### src/rtl/led_pattern_sequencer.sv
// Debounces the 4 slide switches, decodes a priority display mode and steps the LEDs
// through that mode's pattern once per prescaler period.

module led_sw_debounce #(
   parameter int DEBOUNCE_CYC = 1_000_000
) (
   input  logic clk,
   input  logic rst,
   input  logic sw_s,
   output logic sw_db
);
   localparam int CW = (DEBOUNCE_CYC < 2) ? 1 : $clog2(DEBOUNCE_CYC + 1);

   logic [CW-1:0] cnt;

   // Accept on the cycle the run length reaches DEBOUNCE_CYC, so sw_db moves
   // DEBOUNCE_CYC+2 edges after a clean pin change.
   always_ff @(posedge clk or posedge rst) begin
      if (rst) begin
         cnt   <= '0;
         sw_db <= 1'b0;
      end else if (sw_s == sw_db) begin
         cnt   <= '0;
      end else if (cnt == CW'(DEBOUNCE_CYC - 1)) begin
         sw_db <= sw_s;
         cnt   <= '0;
      end else begin
         cnt   <= cnt + 1'b1;
      end
   end
endmodule

module led_pattern_sequencer #(
   parameter int TICK_DIV     = 10_000_000,
   parameter int DEBOUNCE_CYC = 1_000_000
) (
   input  logic       clk,
   input  logic       rst,
   input  logic [3:0] sw,
   output logic [3:0] led,
   output logic [2:0] mode,
   output logic       tick
);
   localparam int PW = $clog2(TICK_DIV);

   typedef enum logic [2:0] {
      IDLE   = 3'd0,
      BLINK  = 3'd1,
      CHASE  = 3'd2,
      BOUNCE = 3'd3,
      COUNT  = 3'd4
   } mode_t;

   logic [3:0]    sw_m, sw_s, sw_db;
   mode_t         mode_q, mode_d;
   logic [3:0]    led_d;
   logic          dir_dn, dir_dn_d;
   logic [PW-1:0] presc, presc_d;
   logic          tick_d;

   always_ff @(posedge clk or posedge rst) begin
      if (rst) begin
         sw_m <= '0;
         sw_s <= '0;
      end else begin
         sw_m <= sw;
         sw_s <= sw_m;
      end
   end

   led_sw_debounce #(.DEBOUNCE_CYC(DEBOUNCE_CYC)) u_db [3:0] (
      .clk   (clk),
      .rst   (rst),
      .sw_s  (sw_s),
      .sw_db (sw_db)
   );

   always_ff @(posedge clk or posedge rst) begin
      if (rst) begin
         mode_q <= IDLE;
         led    <= '0;
         dir_dn <= 1'b0;
         presc  <= '0;
         tick   <= 1'b0;
      end else begin
         mode_q <= mode_d;
         led    <= led_d;
         dir_dn <= dir_dn_d;
         presc  <= presc_d;
         tick   <= tick_d;
      end
   end

   always_comb begin
      mode_d   = IDLE;
      led_d    = led;
      dir_dn_d = dir_dn;
      presc_d  = presc + 1'b1;
      tick_d   = 1'b0;
      if      (sw_db[3]) mode_d = COUNT;
      else if (sw_db[2]) mode_d = BOUNCE;
      else if (sw_db[1]) mode_d = CHASE;
      else if (sw_db[0]) mode_d = BLINK;
      // A mode change outranks a prescaler wrap on the same edge.
      if (mode_d != mode_q) begin
         presc_d  = '0;
         dir_dn_d = 1'b0;
         case (mode_d)
            BLINK:   led_d = 4'b1111;
            CHASE:   led_d = 4'b0001;
            BOUNCE:  led_d = 4'b0001;
            default: led_d = 4'b0000;
         endcase
      end else if (presc == PW'(TICK_DIV - 1)) begin
         presc_d = '0;
         tick_d  = 1'b1;
         case (mode_q)
            BLINK:   led_d = ~led;
            CHASE:   led_d = {led[2:0], led[3]};
            BOUNCE: begin
               if (!dir_dn) begin
                  if (led[3]) begin led_d = led >> 1; dir_dn_d = 1'b1; end
                  else        led_d = led << 1;
               end else begin
                  if (led[0]) begin led_d = led << 1; dir_dn_d = 1'b0; end
                  else        led_d = led >> 1;
               end
            end
            COUNT:   led_d = led + 4'd1;
            default: led_d = 4'b0000;
         endcase
      end
   end

   assign mode = mode_q;
endmodule

### config.mk
export PLATFORM = sky130hd
export DESIGN_NAME = led_pattern_sequencer
export DESIGN_NICKNAME = d
export VERILOG_FILES = /design/src/rtl/led_pattern_sequencer.sv
export SDC_FILE = /design/constraint.sdc
export NUM_CORES = 1
export LEC_CHECK = 0
export CORE_MARGIN = 3
export CORE_UTILIZATION = 45
export DETAILED_ROUTE_END_ITERATION = 12
export PLACE_DENSITY_LB_ADDON = 0.05
export SETUP_SLACK_MARGIN = 0.05
export SLEW_MARGIN = 20
export SYNTH_ARGS = -nofsm -noshare
export SYNTH_HDL_FRONTEND = slang
export SYNTH_SLANG_ARGS = --single-unit
### constraint.sdc
create_clock -name clk -period 6 [get_ports clk]
set_input_delay 1.2 -clock clk [delete_from_list [all_inputs] [get_ports clk]]
set_output_delay 1.2 -clock clk [all_outputs]
set_load 0.02 [all_outputs]
## Word-level counts from Yosys, hierarchy flattened

Cells that the tools add are included.

- Add/sub/neg operators: 6
- Equality and inequality tests: 17
- Mux-type cells: 29
- Bitwise operators: 5
- Reductions and logical operators: 8

Operators by type and width:

| cell | count |
|---|---|
| two-way mux 20 bit | 8 |
| adder 20 x 1 -> 20 bit (second input constant) | 4 |
| == test 20 bit (second input constant) | 4 |
| two-way mux 24 bit | 2 |
| adder 24 x 1 -> 24 bit (second input constant) | 1 |
| == test 24 bit (second input constant) | 1 |
| two-way mux 4 bit | 5 |
| one-hot mux 4 bit (4 select lines) | 1 |
| == test 3 x 2 -> 1 bit (second input constant) | 4 |
| AND reduction 2 bit | 5 |
| two-way mux 1 bit | 9 |
| one-hot mux 4 bit (2 select lines) | 1 |
| == test 3 x 1 -> 1 bit (second input constant) | 2 |
| two-way mux 3 bit | 2 |
| adder 4 x 1 -> 4 bit (second input constant) | 1 |
| == test 1 bit | 4 |
| NOT 1 bit | 4 |
| NOT 4 bit | 1 |
| nonzero test 2 bit | 2 |
| == test 3 bit (second input constant) | 1 |
| inequality test 3 bit | 1 |
| two-way mux 2 bit | 1 |
| OR reduction 2 bit | 1 |

- Register bits after elaboration: 125
- Bits of input ports: 6
- Output and inout bits: 8
- Logic and storage cells: 80

## Longest topological paths before layout

- Depth after elaboration: 8
- Depth in mapped cells: 8
- Mapped depth without buffers: 7

## Modules after synthesis

Synthesis repeated with hierarchy kept, for this count alone.

- Cells, all modules: 652
- Area total of the unflattened synthesis: 6421.2 um^2

Modules (own cells, without submodules):

| module | instances | cells each | area an instance (um^2) | sequential area each (um^2) |
|---|---|---|---|---|
| led_sw_debounce | 4 | 107 | 1068.5 | 525.5 |
| led_pattern_sequencer | 1 | 224 | 2147.1 | 1026.0 |

## Worst setup path after synthesis

OpenSTA, ideal clock, no wires.

- Path type: flip-flop to flip-flop
- Start point: register u_db[1].cnt[15]
- End point: register u_db[1].cnt[11]
- Library setup time: 0.118 ns
- Data arrival time: 1.676 ns
- Required time: 5.882 ns
- Setup slack: 4.205 ns
- Cell stages (with the launch flop): 8
- Path buffers: 2
- Clock period less this slack: 1.795 ns
- Cell sequence: dfrtp_1 > or4b_1 > nor4_1 > and3_1 > or2_1 > buf_6 > buf_12 > nor2_1

- Word-level cells in the longest chain between the ends: 3

RTL lines:

| element | line | text |
|---|---|---|
| start: declaration | 14 | `logic [CW-1:0] cnt;` |
| start signal: assignment | 28 | `cnt <= cnt + 1'b1;` |
| == test 20 bit | 24 | `end else if (cnt == CW'(DEBOUNCE_CYC - 1)) begin` |
| two-way mux 20 bit | 24 |  |
| two-way mux 20 bit | 22 | `end else if (sw_s == sw_db) begin` |

No other way between the ends.
A chain may end at the register's enable or synchronous reset.

## Final worst setup path

- Start point: register mode_q[1] (netlist: mode[1])
- End point: output port mode[1]

RTL lines:

| element | line | text |
|---|---|---|
| start: declaration | 55 | `mode_t mode_q, mode_d;` |
| start signal: assignment | 86 | `mode_q <= mode_d;` |
| end: declaration | 41 | `output logic [2:0] mode,` |

No word-level cell between the ends.

==> reports/qor.yml <==
finClkSkew_ps: 6.85
max_slew_margin_pct: 41.8
ys_ff_latch: 125
holdCritStartpoint: "sw_m[3]"
fin_nets: 650
p_leak_nw: 3.09
clock.fmax_ghz: 0.343
synth_top_area_cell: "dfrtp_1"
synth_flop_cell: "dfrtp_1"
crit_family: "buffers and inverters"
die_x_um: 123
place_area_mm2: 0.00641
min_to: "sw_s[3]"
grt_pass1_wl_um: 20200
crit_fanout: 13
finalCriticalPeriod_ps: 2920
register_area_mm2: 0.00313
max_stage_delay_ps: 710
drt-initial-drc-count: 261
arrival_ps: 1720
rows: 42
cts_buffer_depth: 2
worstMarginPinSlew_ps: 870
coreArea_mm2: 0.0133
gp_congestion: 0.796
clock_latency_ps: 410
cp-start-kind: "flip-flop"
yosysTopAreaCellShare_pct: 50.4
r2r_slack_ps: 3630
post-route-period-util_pct: 48.7
ant_nets: 0
cp_cell_sequence: "clkdlybuf4s50_1"
slew_viol_final: 0
fillers: 1244
dp_cells: 794
fp.dieH_um: 123
area_growth_pct: 13.5
yosysSeqAreaShare_pct: 50.4
grt_use_total_pct: 16.9
cellPowerDensity_mw_per_mm2: 282
setup_viol: 0
io_pins: 14
tns_ps: 0
final_common_cell: "dfrtp_1"
clk_pin_slew_worst_paths_ps: 60
first_pass_iters: 4
critPathBufInv: 1
cts-resized-gates: 0
cts_tree: "yes"
wire_per_inst_um: 13.9
whs_path_depth: 0
layout_common_cells: "dfrtp_1 (125), nor2_1 (120), xor2_1 (68)"
vias: 4339
setup.worst_path.start: "mode[1]"
hold_class: "flip-flop to flip-flop"
r2r-end: "presc[18]"
synth_edf_count: 0
grt_max_degree: 84
vias_per_cell: 5.26
htreeDepth: 4
cts_sinks: 125
drc_errors: 0
netlist_area_mm2: 0.00620
ir_drop_uv: 235
avgSynthCellArea_um2: 9.89
first_global_vias: 4242
crit_cells: 1
drive_gt1_share_pct: 6.47
holdWs_ps: 347
hold_viol_final: 0
grt_antenna_before_repair: 0
critPathCaptureType: "output pin"
cts_root_buffer: "clkbuf_16"
status: "completed"
stdcell_count: 825
overflow: 0
fin_area_mm2: 0.00704
yosys_warnings: 0
synthCells: 627
syn_nets: 640
critPathKind: "flip-flop to output pin"
rsz0062_at_grt: "false"
initial_core_util_pct: 46.5
cts-hold-fix-buffers: 0
synth_cell_types: 50
multi_input_area_mm2: 0.00288
r2r_start: "presc[0]"
port_buffers: 13
critPathSlowestCell: "clkdlybuf4s50_1"
reg2reg_depth: 5
dpl.hpwl_um: 7410
dieArea_mm2: 0.0152
async_flop_share_pct: 100
cts_made_buffers: 17
maxCapViolations: 0
synth_area_leaders: "dfrtp_1 (50%), xor2_1 (9.6%), nor2_1 (7.3%)"
routed_wl_um: 11500
cts_setup_buffers: 0
antenna_cells: 0
worstPathRequired_ps: 4800
==> cells in the mapped netlist (4+ instances only) <==
library cell and count:
dfrtp_1 125, nor2_1 120, xor2_1 68, nand2_1 39, nand3_1 38, xnor2_1 31, and3_1 23, nand4_1 22
clkbuf_1 12, and2_1 11, inv_1 11, nor4_1 11, and4_1 10, nor3_1 9, nand2b_1 8, a21oi_1 7
ha_1 7, nand4b_1 6, mux2_2 5, nor2b_1 5, o21ai_0 5, buf_2 4, or2_2 4
==> registers in the layout, summed over array words and instances, names as in the netlist <==
register,flops
tick,1
sw_s,4
u_db.cnt,80
led,4
presc,24
u_db.sw_db,4
dir_dn,1
sw_m,4
mode,3
==> final cells by class <==
cell class | instances | area share [%]
clock inverters | 11 | 2.36
inverters | 11 | 0.658
multi-input cells | 468 | 40.9
repair buffers | 14 | 1.96
well taps | 176 | 3.13
flip-flops and latches | 125 | 44.5
clock buffers | 20 | 6.49
==> kinds of logic after synthesis <==
group           Yosys count  synth area share, %
buf+inv                  34                 3.09
flops                   125                 50.4
compound gates           30                 3.23
xor+xnor                 99                 14.0
mux                       8                 1.39
fa+ha+maj                 7                 1.41
simple gates            324                 26.5
==> report_power, final <==
part	switching [mW]	internal (mW)	total, mW
clock	0.366	0.712	1.08
combinational	0.0307	0.0111	0.0418
sequential	0.00861	0.853	0.862
==> worst reg2reg max path: cells and delay by family, from the launching register on <==
kind	cells	cell delay, ps
flip-flops	1	420
AND/OR/NAND/NOR	3	1210
AO/OA/AOI/OAI	1	370
adder cells (fa/ha/maj)	1	270
==> layer usage <==
| metal | share of wire (%) | vias up | GRT usage (%) |
|---|---|---|---|
| met3 | 3.8 | 9 | 5.76 |
| met1 | 49 | 2138 | 22.8 |
| li1 | - | 2153 | - |
| met2 | 46 | 39 | 25.3 |
| met5 | 0 | - | 0 |
| met4 | 1.1 | 0 | 6.02 |
==> through the flow <==
stage	setup slack (ps)	utilization (%)	power (mW)
after floorplan	1470	-	0.910
after global placement	2950	48.0	0.919
after detailed placement	2920	48.0	0.920
after CTS	3060	52.7	2.01
after global routing	2950	52.7	2.06
final	3080	52.7	1.98
==> worst max-delay path by stage <==
stage	endpoint	slack, ps
floorplan	dir_dn	1470
global placement	u_db[1].cnt[4]	2950
detailed placement	u_db[1].cnt[4]	2920
CTS	mode[1]	3060
global route	mode[1]	2950
finish	mode[1]	3080
(Power assumes the default switching activity.)
